### src/rtl/fifo_write_arbiter.sv
// rtl/fifo_write_arbiter.sv - burst round-robin arbiter sharing one FIFO write port
// Optional source tag output enabled by FIFO_ARBITER_SOURCE_TAG_EN.
module fifo_write_arbiter #(
    parameter int WIDTH      = 8,
    parameter int REQUESTERS = 4,
    parameter int MAX_BURST  = 16
) (
    input  logic                            clock,
    input  logic                            reset,
    input  logic [REQUESTERS-1:0]           req_valid,
    output logic [REQUESTERS-1:0]           req_ready,
    input  logic [REQUESTERS*WIDTH-1:0]     req_data,
    input  logic [REQUESTERS-1:0]           req_last,
    output logic                            out_valid,
    input  logic                            out_ready,
    output logic [WIDTH-1:0]                out_data,
    input  logic                            out_almost_full,
`ifdef FIFO_ARBITER_SOURCE_TAG_EN
    output logic [$clog2(REQUESTERS)-1:0]   out_source,
`endif
    output logic                            grant_active,
    output logic [$clog2(REQUESTERS)-1:0]   grant_index
);

    localparam int IDX_W = $clog2(REQUESTERS);
    localparam int CNT_W = $clog2(MAX_BURST + 1);

    typedef enum logic {
        IDLE,
        GRANT
    } state_t;

    state_t            state;
    state_t            state_next;
    logic [IDX_W-1:0]  pointer;
    logic [IDX_W-1:0]  pointer_next;
    logic [IDX_W-1:0]  grant_index_next;
    logic [CNT_W-1:0]  count;
    logic [CNT_W-1:0]  count_next;

    logic              pick_found;
    logic [IDX_W-1:0]  pick_index;
    int                pick_probe;

    logic              holder_valid;
    logic              holder_last;
    logic [WIDTH-1:0]  holder_data;
    logic              holder_ready;
    logic              holder_xfer;
    logic              burst_done;
    logic [IDX_W-1:0]  pointer_after_holder;

    // The output register can take a word whenever it is empty or draining this cycle.
    assign holder_ready = (state == GRANT) && (!out_valid || out_ready);
    assign holder_xfer  = holder_ready && holder_valid;
    assign burst_done   = holder_last || (count == CNT_W'(MAX_BURST - 1));
    assign grant_active = (state == GRANT);

    assign pointer_after_holder = (grant_index == IDX_W'(REQUESTERS - 1)) ? '0
                                                                          : grant_index + 1'b1;

    // First valid requester at or above the pointer, wrapping around.
    always_comb begin
        pick_found = 1'b0;
        pick_index = '0;
        pick_probe = 0;
        for (int k = 0; k < REQUESTERS; k++) begin
            pick_probe = int'(pointer) + k;
            if (pick_probe >= REQUESTERS) begin
                pick_probe = pick_probe - REQUESTERS;
            end
            if (!pick_found && req_valid[pick_probe]) begin
                pick_found = 1'b1;
                pick_index = IDX_W'(pick_probe);
            end
        end
    end

    always_comb begin
        holder_valid = 1'b0;
        holder_last  = 1'b0;
        holder_data  = '0;
        req_ready    = '0;
        for (int i = 0; i < REQUESTERS; i++) begin
            if (grant_index == IDX_W'(i)) begin
                holder_valid = req_valid[i];
                holder_last  = req_last[i];
                holder_data  = req_data[i*WIDTH +: WIDTH];
                req_ready[i] = holder_ready;
            end
        end
    end

    always_comb begin
        state_next       = state;
        pointer_next     = pointer;
        count_next       = count;
        grant_index_next = grant_index;
        case (state)
            IDLE: begin
                if (pick_found && !out_almost_full) begin
                    state_next       = GRANT;
                    grant_index_next = pick_index;
                    count_next       = '0;
                end
            end
            GRANT: begin
                if (holder_xfer) begin
                    count_next = count + 1'b1;
                end
                // A holder that stops presenting data forfeits the port immediately.
                if (!holder_valid || (holder_xfer && burst_done)) begin
                    state_next   = IDLE;
                    pointer_next = pointer_after_holder;
                end
            end
            default: begin
                state_next = IDLE;
            end
        endcase
    end

    always_ff @(posedge clock or posedge reset) begin
        if (reset) begin
            state       <= IDLE;
            pointer     <= '0;
            count       <= '0;
            grant_index <= '0;
        end else begin
            state       <= state_next;
            pointer     <= pointer_next;
            count       <= count_next;
            grant_index <= grant_index_next;
        end
    end

    always_ff @(posedge clock or posedge reset) begin
        if (reset) begin
            out_valid  <= 1'b0;
            out_data   <= '0;
`ifdef FIFO_ARBITER_SOURCE_TAG_EN
            out_source <= '0;
`endif
        end else if (holder_xfer) begin
            out_valid  <= 1'b1;
            out_data   <= holder_data;
`ifdef FIFO_ARBITER_SOURCE_TAG_EN
            out_source <= grant_index;
`endif
        end else if (out_ready) begin
            out_valid  <= 1'b0;
        end
    end

endmodule

### config.mk
export PLATFORM = sky130hd
export DESIGN_NAME = fifo_write_arbiter
export DESIGN_NICKNAME = d
export VERILOG_FILES = /design/src/rtl/fifo_write_arbiter.sv
export SDC_FILE = /design/constraint.sdc
export NUM_CORES = 1
export LEC_CHECK = 0
export BUFFER_PORTS_ARGS = -buffer_cell sky130_fd_sc_hd__buf_2
export CAP_MARGIN = 5
export CORE_ASPECT_RATIO = 1.5
export CORE_MARGIN = 5
export CORE_UTILIZATION = 44
export CTS_BUF_LIST = sky130_fd_sc_hd__clkbuf_8
export DETAILED_ROUTE_END_ITERATION = 10
export PLACE_DENSITY = 0.79
export SLEW_MARGIN = 20
export SYNTH_ARGS = -nofsm -noshare
export SYNTH_HDL_FRONTEND = slang
export SYNTH_SLANG_ARGS = --single-unit
### constraint.sdc
create_clock -name clock -period 1.9 [get_ports clock]
set_clock_uncertainty 0.2 [all_clocks]
set_input_delay 0.38 -clock clock [delete_from_list [all_inputs] [get_ports clock]]
set_output_delay 0.38 -clock clock [all_outputs]
set_load 0.01 [all_outputs]
==> results of run 1 <==
## routing by layer
layer | vias to the layer above | wire length (um) | global-route usage (%)
met4 | 0 | 179 | 10.2
li1 | 711 | - | -
met5 | - | 0 | 0
met3 | 17 | 384 | 6.01
met2 | 65 | 2100 | 35.1
met1 | 656 | 1370 | 18.9
## worst max-delay path, stage by stage, from the launching register on
cell and delay, ns:
dfrtp_2 0.46, ha_4 0.20, nand3b_1 0.15, a221o_1 0.34, a21o_1 0.20, o21ai_2 0.09, mux2_4 0.32
## area by class of cell
class	instances	area share [%]
Clock buffer	3	2.07
Clock inverter	1	0.251
Inverter	10	1.88
Multi-Input combinational cell	114	42.7
Sequential cell	19	24.0
Tap cell	39	2.45
Timing Repair Buffer	87	26.7
## power groups by stage
stage | clock, W | combinational [W] | sequential, W
6_report | 0.000283 | 0.00216 | 0.000730
5_1_grt | 0.000309 | 0.00237 | 0.000752
4_1_cts | 0.000289 | 0.00201 | 0.000731
3_5_place_dp | 0 | 0.00189 | 0.000746
3_3_place_gp | 0 | 0.00185 | 0.000736
2_1_floorplan | 0 | 0.00123 | 0.000789
## how the worst min path moves through the flow
stage	start	to
2_1_floorplan	reset	count[0]
3_3_place_gp	reset	out_valid
3_5_place_dp	reset	out_data[0]
4_1_cts	req_data[25]	out_data[1]
5_1_grt	req_data[25]	out_data[1]
6_report	req_data[25]	out_data[1]
## stage by stage
stage	std cells	setup TNS, ns	area [um^2]
2_1_floorplan	152	-0.811	1380
3_3_place_gp	262	-1.44	1820
3_5_place_dp	262	-2.36	1820
4_1_cts	270	-1.45	1930
5_1_grt	273	-2.87	1990
6_report	273	-1.41	1990
## registers in the layout (all words and copies together), names as in the netlist
register and count:
out_data 8, count 5, grant_index 2, pointer 2, grant_active 1, out_valid 1
## cell usage after synthesis, types with 2 or more instances
cell type  number
nor2b_1         7
clkbuf_1        3
nor3_1          7
inv_1          10
buf_6           2
nor2_1         16
and3_1          5
o22ai_1         2
o21ai_0         3
nand2_1        14
nand3_1         4
nand2b_1        2
ha_1            6
o21ai_1         2
mux2_1          2
a221oi_1        7
a21oi_1        20
buf_2           3
dfrtp_1        19
## cells in the final DEF, fill, tap and decap left out, types with 3 or more instances in the layout
master and count:
nand3_1 4, clkbuf_8 3, inv_1 8, o21ai_0 3
buf_6 3, a21oi_1 20, nor2b_1 7, buf_2 59
buf_4 23, and3_1 5, nor3_1 7, dfrtp_1 17
nand2_1 13, a221oi_2 5, nor2_1 15, ha_4 4
a221oi_1 3
## logic make-up (layout without fill, tap and decap cells)
kind of cell | after synthesis | after routing | share of synthesized area (%)
adder cells (fa/ha/maj) | 6 | 6 | 5.71
AND/OR/NAND/NOR | 59 | 59 | 22.4
AO/OA/AOI/OAI | 46 | 46 | 26.4
flip-flops | 19 | 19 | 36.2
buffers and inverters | 19 | 101 | 6.86
multiplexers | 3 | 3 | 2.48
## what timing repair did
action                                 4_1_cts  5_1_grt
endpoints found under the hold margin       19        0
gates resized for setup                      3        9
setup endpoints to repair                   19       18
pin swaps                                    2        4
hold buffers                                 1        0
buffers inserted                             3        3
==> impl_metrics.toml, run 1 <==
[run_status]
status = "finished with violations"
violations = "setup timing"

[critical_path]
crit_fanout = 5
rrSetupSlack_ns = -0.19
worst-setup-path-type = "reg -> reg"
cp-startpoint = "grant_index[0]"
endpoint_kind = "flip-flop"
cp.arrival_ns = 2.03
crit_path_end = "pointer[1]"
critPathLaunchType = "flip-flop"
timing.rr.start = "grant_index[0]"
crit_required_ns = 1.84
r2r_end = "pointer[1]"
reg2reg_depth = 6

[synth]
synth-seq-cells = 19
synth_flop_cell = "dfrtp_1"
syn_area_per_cell_um2 = 8.64
syn_nets = 202
synthCells = 152
synth_top_area_cell = "dfrtp_1"
synth-edff-count = 0
synth_seq_area_share_pct = 36.2
ys_warn_count = 0
netlist_area_um2 = 1310
synth_top_area_share_pct = 36.2
ys_top_cells_by_area = "dfrtp_1 36%, a21oi_1 7.6%, ha_1 5.7%"
ys_async_sr_fraction_pct = 100
ys_types = 37

[routing]
drt_iter0_drc = 37
antenna_left = 0
firstDrtPassIters = 4
routedWlPerCell_um = 14.8
vias = 1449
viasPerCell = 5.31
routed_wl_um = 4030
drcViolationCount = 0

[floorplan]
dieArea_um2 = 4200
start_util_pct = 45.6
pin_count = 60
std_cell_rows = 24
core_um2 = 2880
fp.dieH_um = 76.9
dieWidth_um = 54.6

[pwr]
p_sw_w = 0.00138
leakage_nw = 0.988
power_switching_share_pct = 43.5
p_int_w = 0.00179
pwr-share-seq_pct = 23.0
p_total_w = 0.00317
pwr-share-clk_pct = 8.9
combPwrFrac_pct = 68.1
vdd_ir_drop_max_uv = 1020
pwr_density_cell_nw_per_um2 = 1590

[cells_and_area]
area_growth_pct = 51.6
seq_area_um2 = 478
fin_util_pct = 69.1
multi_input_area_um2 = 850
n_fill_cell = 238
antenna_cells = 0
drive_above_1_share_pct = 49.6
nNetsFinal = 285

[sta]
finalCriticalPeriod_ns = 2.09
setup_ws_ns = -0.190
whs_ns = 0.206
timing.fmax_ghz = 0.478
slew_violations = 0
setup_viol = 18
post-route-period-util_pct = 110
tightest_slew_ns = 0.377
hold_viol_final = 0
slew_headroom_pct = 74.6
rsz0062_at_grt = "yes"

[clock_tree]
cts_inserted_buffers = 3
ctsHtreeMaxLevel = 1
cts_tree = "built"
insertion_delay_ns = 0.26
clk_pin_slew_worst_paths_ns = 0.07
cts.path.max_buffers = 2
clkSinkCount = 19
root_buffer = "clkbuf_8"

[global_route]
grt_pass1_vias = 1447
grt_pass1_wl_um = 6220
antenna_found_initial = 0
grt_max_degree = 20
grt_overflow = 0
grt_usage_pct = 19.8

[place]
post-dp-hpwl_um = 3170
port_buffers = 59
dp_slack_ns = -0.221
gp_congestion = 0.823

[hold_path]
hold_depth = 3
min_path_type = "in -> reg"

[flow_run]
drv_cap = 0
Power figures use the tool's default switching activity.
==> inputs of run 2 (changes only) <==
Settings changed: CORE_ASPECT_RATIO 1.5 to 0.75.
==> impl_metrics.toml, run 2 (synthesis results as in run 1) <==
[critical_path]
endpoint_kind = "flip-flop"
rrSetupSlack_ns = -0.25
timing.rr.start = "grant_index[1]"
worst-setup-path-type = "reg -> reg"
cp.arrival_ns = 2.09
reg2reg_depth = 7
crit_path_end = "pointer[0]"
crit_fanout = 5
crit_chain = "inv_4, ha_4, a211o_1, a21oi_4, nor2_2, o21ai_2, mux2_4"
cp_slowest_cell = "dfrtp_2"
crit_required_ns = 1.84
critPathLaunchType = "flip-flop"
cp-startpoint = "grant_index[1]"
r2r_end = "pointer[0]"
crit_path_max_incr_delay_ns = 0.46

[place]
dp_cells = 262
post-dp-hpwl_um = 2940
port_buffers = 59
dp_slack_ns = -0.210
gp_congestion = 0.889

[routing]
vias = 1584
drcViolationCount = 0
antenna_left = 0
viasPerCell = 5.76
routedWlPerCell_um = 18.2
drt_iter0_drc = 122
routed_wl_um = 5000
firstDrtPassIters = 4

[sta]
hold_viol_final = 0
setup_viol = 20
timing.fmax_ghz = 0.465
finalCriticalPeriod_ns = 2.15
rsz0062_at_grt = "yes"
setup_ws_ns = -0.249
slew_violations = 0
tightest_slew_ns = 0.328
tns_ns = -2.99
slew_headroom_pct = 77.7
post-route-period-util_pct = 113

[cells_and_area]
antenna_cells = 0
instances_no_fill = 275
area_growth_pct = 65.1
most-common-layout-cells = "56 x buf_2, 21 x buf_4, 17 x dfrtp_1, 14 x a21oi_1, 12 x nand2_1"
largest_reg_flops = 8
reg_top3 = "out_data x8, count x5"
top_register = "out_data"
final_common_cell = "buf_2"
nNetsFinal = 288
drive_above_1_share_pct = 59.5

[hold_path]
min_path_type = "in -> reg"
holdCritStartpoint = "req_data[25]"
hold_depth = 3

[run_status]
status = "finished with violations"
violations = "setup timing"

[floorplan]
pin_count = 60
core_um2 = 2910
start_util_pct = 45.1
std_cell_rows = 17
dieArea_um2 = 4190
dieWidth_um = 73.1
fp.dieH_um = 57.3

[global_route]
grt_usage_pct = 21.4
antenna_found_initial = 0
grt_pass1_vias = 1539
grt_max_degree = 20
grt_pass1_wl_um = 6960
grt_overflow = 0

[pwr]
pwr-share-seq_pct = 21.0
combPwrFrac_pct = 71.6
power_switching_share_pct = 44.8
pwr_density_cell_nw_per_um2 = 1730
leakage_nw = 1.03
vdd_ir_drop_max_uv = 813
p_int_w = 0.00208
p_sw_w = 0.00169
pwr-share-clk_pct = 7.3

[clock_tree]
cts_inserted_buffers = 3
cts_tree = "built"
clk_pin_slew_worst_paths_ns = 0.07
root_buffer = "clkbuf_8"
ctsHtreeMaxLevel = 1
cts.path.max_buffers = 2
clkSinkCount = 19
insertion_delay_ns = 0.26

[flow_run]
drv_cap = 0
run 2: cell types whose count changed in the layout (fill, tap and decap cells not counted), moves of 2 or more:
cell / delta
inv_2: -2
a21oi_1: -6
and3_4: +3
buf_6: +7
a21oi_2: +6
nor2_1: -9
inv_4: +2
buf_2: -3
and3_1: -3
buf_4: -2
nor2_2: +5
nor2_4: +4
run 2: what timing repair did:
item / in CTS / in global routing
endpoints found under the setup margin: 20 / 20
resized for setup: 28 / 24
endpoints found under the hold margin: 19 / 0
hold buffers: 1 / 0
cloned: 1 / 0
pin swaps: 11 / 7
buffers inserted: 6 / 3
run 2: worst min path at each step:
stage,endpoint
2_1_floorplan,count[0]
3_3_place_gp,out_data[0]
3_5_place_dp,out_data[0]
4_1_cts,out_data[1]
5_1_grt,out_data[5]
6_report,out_data[1]
run 2: worst max-delay path: cells and delay by family, from the launching register on:
| kind | cells | cell delay [ns] |
|---|---|---|
| compound gates | 3 | 0.70 |
| fa+ha+maj | 1 | 0.18 |
| buf+inv | 1 | 0.07 |
| flops | 1 | 0.46 |
| mux | 1 | 0.32 |
| simple gates | 1 | 0.08 |
run 2: power by group through the flow:
stage / sequential, W / combinational [W] / clock [W]
floorplan: 0.000789 / 0.00123 / 0
global placement: 0.000738 / 0.00187 / 0
detailed placement: 0.000742 / 0.00192 / 0
CTS: 0.000755 / 0.00237 / 0.000280
global route: 0.000811 / 0.00287 / 0.000295
finish: 0.000791 / 0.00270 / 0.000276
run 2: layout make-up:
class,instances,area [um^2]
Fill cell,189,744
Sequential cell,19,478
Clock buffer,3,41.3
Inverter,10,42.5
Tap cell,38,47.5
Multi-Input combinational cell,114,951
Clock inverter,1,3.75
Timing Repair Buffer,90,606
run 2: metal layers:
metal	wire (um)	up-vias	global-route usage [%]	part of all wire (%)
li1	-	718	-	-
met1	1880	749	26.0	38
met2	2510	96	34.8	50
met3	456	21	5.81	9.1
met4	163	0	10.5	3.3
met5	0	-	0	0
run 2: metrics by stage:
step                instance area (um^2)  hold WS (ns)  power [W]  util [%]
floorplan                           1380         0.131    0.00202         -
global placement                    1830         0.207    0.00261      62.8
detailed placement                  1830         0.213    0.00266      62.8
CTS                                 2070         0.203    0.00341      71.2
global route                        2170         0.228    0.00398      74.5
finish                              2170         0.199    0.00376      74.5
==> inputs of run 3 (changes only) <==
Settings changed: SKIP_CTS_REPAIR_TIMING set to 1.
==> impl_metrics.toml, run 3 (synthesis results as in run 1) <==
[pwr]
pwr_density_cell_nw_per_um2 = 1690
p_sw_w = 0.00162
leakage_nw = 1.02
vdd_ir_drop_max_uv = 796
power_switching_share_pct = 44.3
pwr-share-clk_pct = 7.5
p_int_w = 0.00204
pwr-share-seq_pct = 21.4
combPwrFrac_pct = 71.2

[cells_and_area]
seq_area_um2 = 478
fin_util_pct = 74.6
drive_above_1_share_pct = 58.3
top_register = "out_data"
most-common-layout-cells = "55 x buf_2, 17 x a21oi_1, 17 x dfrtp_1, 17 x buf_4, 15 x buf_6"
antenna_cells = 0
area_growth_pct = 65.4
multi_input_area_um2 = 978
nNetsFinal = 286
n_fill_cell = 197
final_common_cell = "buf_2"
largest_reg_flops = 8
reg_top3 = "out_data x8, count x5"

[critical_path]
cp.arrival_ns = 2.04
crit_fanout = 5
crit_chain = "inv_4, ha_4, a211o_1, a21oi_4, nor2_4, o21ai_4, mux2_4"
cp_num_buf_inv = 1
critPathLaunchType = "flip-flop"
endpoint_kind = "flip-flop"
crit_path_max_incr_delay_ns = 0.46
cp_slowest_cell = "dfrtp_2"
cp_top_family = "compound AO/OA/AOI/OAI gates"
worst-setup-path-type = "reg -> reg"
crit_required_ns = 1.84

[sta]
timing.fmax_ghz = 0.475
rsz0062_at_grt = "yes"
setup_ws_ns = -0.207
finalCriticalPeriod_ns = 2.11
tightest_slew_ns = 0.371
slew_headroom_pct = 74.8
slew_violations = 0
whs_ns = 0.199
hold_viol_final = 0
post-route-period-util_pct = 111
setup_viol = 20

[clock_tree]
insertion_delay_ns = 0.26
clk_pin_slew_worst_paths_ns = 0.07
cts_tree = "built"
cts.path.max_buffers = 2
ctsHtreeMaxLevel = 1
clkSinkCount = 19
cts_inserted_buffers = 3
root_buffer = "clkbuf_8"

[global_route]
grt_usage_pct = 17.7
met2_usage_pct = 28.0
grt.busiest_layer = "met2"
globalRouteMet3Util_pct = 4.58
antenna_found_initial = 0
grt_pass1_wl_um = 5870
grtUsageMet1_pct = 23.9
grt_pass1_vias = 1311
grt_overflow = 0
grt_max_degree = 20

[floorplan]
std_cell_rows = 17
dieArea_um2 = 4190
fp.dieH_um = 57.3
pin_count = 60
start_util_pct = 45.1
core_um2 = 2910
dieWidth_um = 73.1

[hold_path]
min_path_type = "in -> reg"

[routing]
vias = 1536
firstDrtPassIters = 5
routedWlPerCell_um = 16.9
drcViolationCount = 0
drt_iter0_drc = 72
antenna_left = 0
routed_wl_um = 4600
viasPerCell = 5.63

[flow_run]
drv_cap = 0

[place]
dp_slack_ns = -0.210
post-dp-hpwl_um = 2940
gp_congestion = 0.889
port_buffers = 59

[run_status]
status = "finished with violations"
violations = "setup timing"
==> run 3: cell type report <==
cell class	instances	share of cell area, %
Multi-Input combinational cell	114	45.0
Sequential cell	19	22.0
Inverter	10	1.96
Timing Repair Buffer	88	26.8
Tap cell	38	2.19
Clock buffer	3	1.90
Clock inverter	1	0.173
==> run 3: power groups by stage <==
stage / clock network [W] / registers [W] / logic, W
floorplan: 0 / 0.000789 / 0.00123
global placement: 0 / 0.000738 / 0.00187
detailed placement: 0 / 0.000742 / 0.00192
CTS: 0.000280 / 0.000734 / 0.00193
global route: 0.000298 / 0.000809 / 0.00282
finish: 0.000274 / 0.000783 / 0.00261
==> run 3: path summary, 6_finish.rpt <==
path                                start        endpoint  slack (ns)  cells after the start
min in group asynchronous           reset        count[1]        0.48                      4
min reg2reg                   out_data[1]     out_data[1]        0.33                      2
min                          req_data[25]     out_data[1]        0.20                      3
max in group asynchronous           reset  grant_index[0]        0.79                      4
max reg2reg                grant_index[1]      pointer[0]       -0.21                      7
max                        grant_index[1]      pointer[0]       -0.21                      7
==> run 3: worst register-to-register path: stages, from the launching register on <==
cell	delay, ns
dfrtp_2	0.46
inv_4	0.07
ha_4	0.18
a211o_1	0.32
a21oi_4	0.21
nor2_4	0.08
o21ai_4	0.16
mux2_4	0.31
==> run 3: stage by stage <==
step                instance area (um^2)  setup TNS (ns)  cells  power [W]
CTS                                 1870           -3.18    266    0.00294
detailed placement                  1830           -2.51    262    0.00266
finish                              2170           -2.05    273    0.00367
floorplan                           1380          -0.811    152    0.00202
global route                        2170           -3.32    273    0.00393
global placement                    1830           -1.58    262    0.00261
==> run 3: layer usage <==
layer,vias up,wire length [um]
met1,725,1800
met5,-,0
met3,16,395
li1,711,-
met4,0,132
met2,84,2280
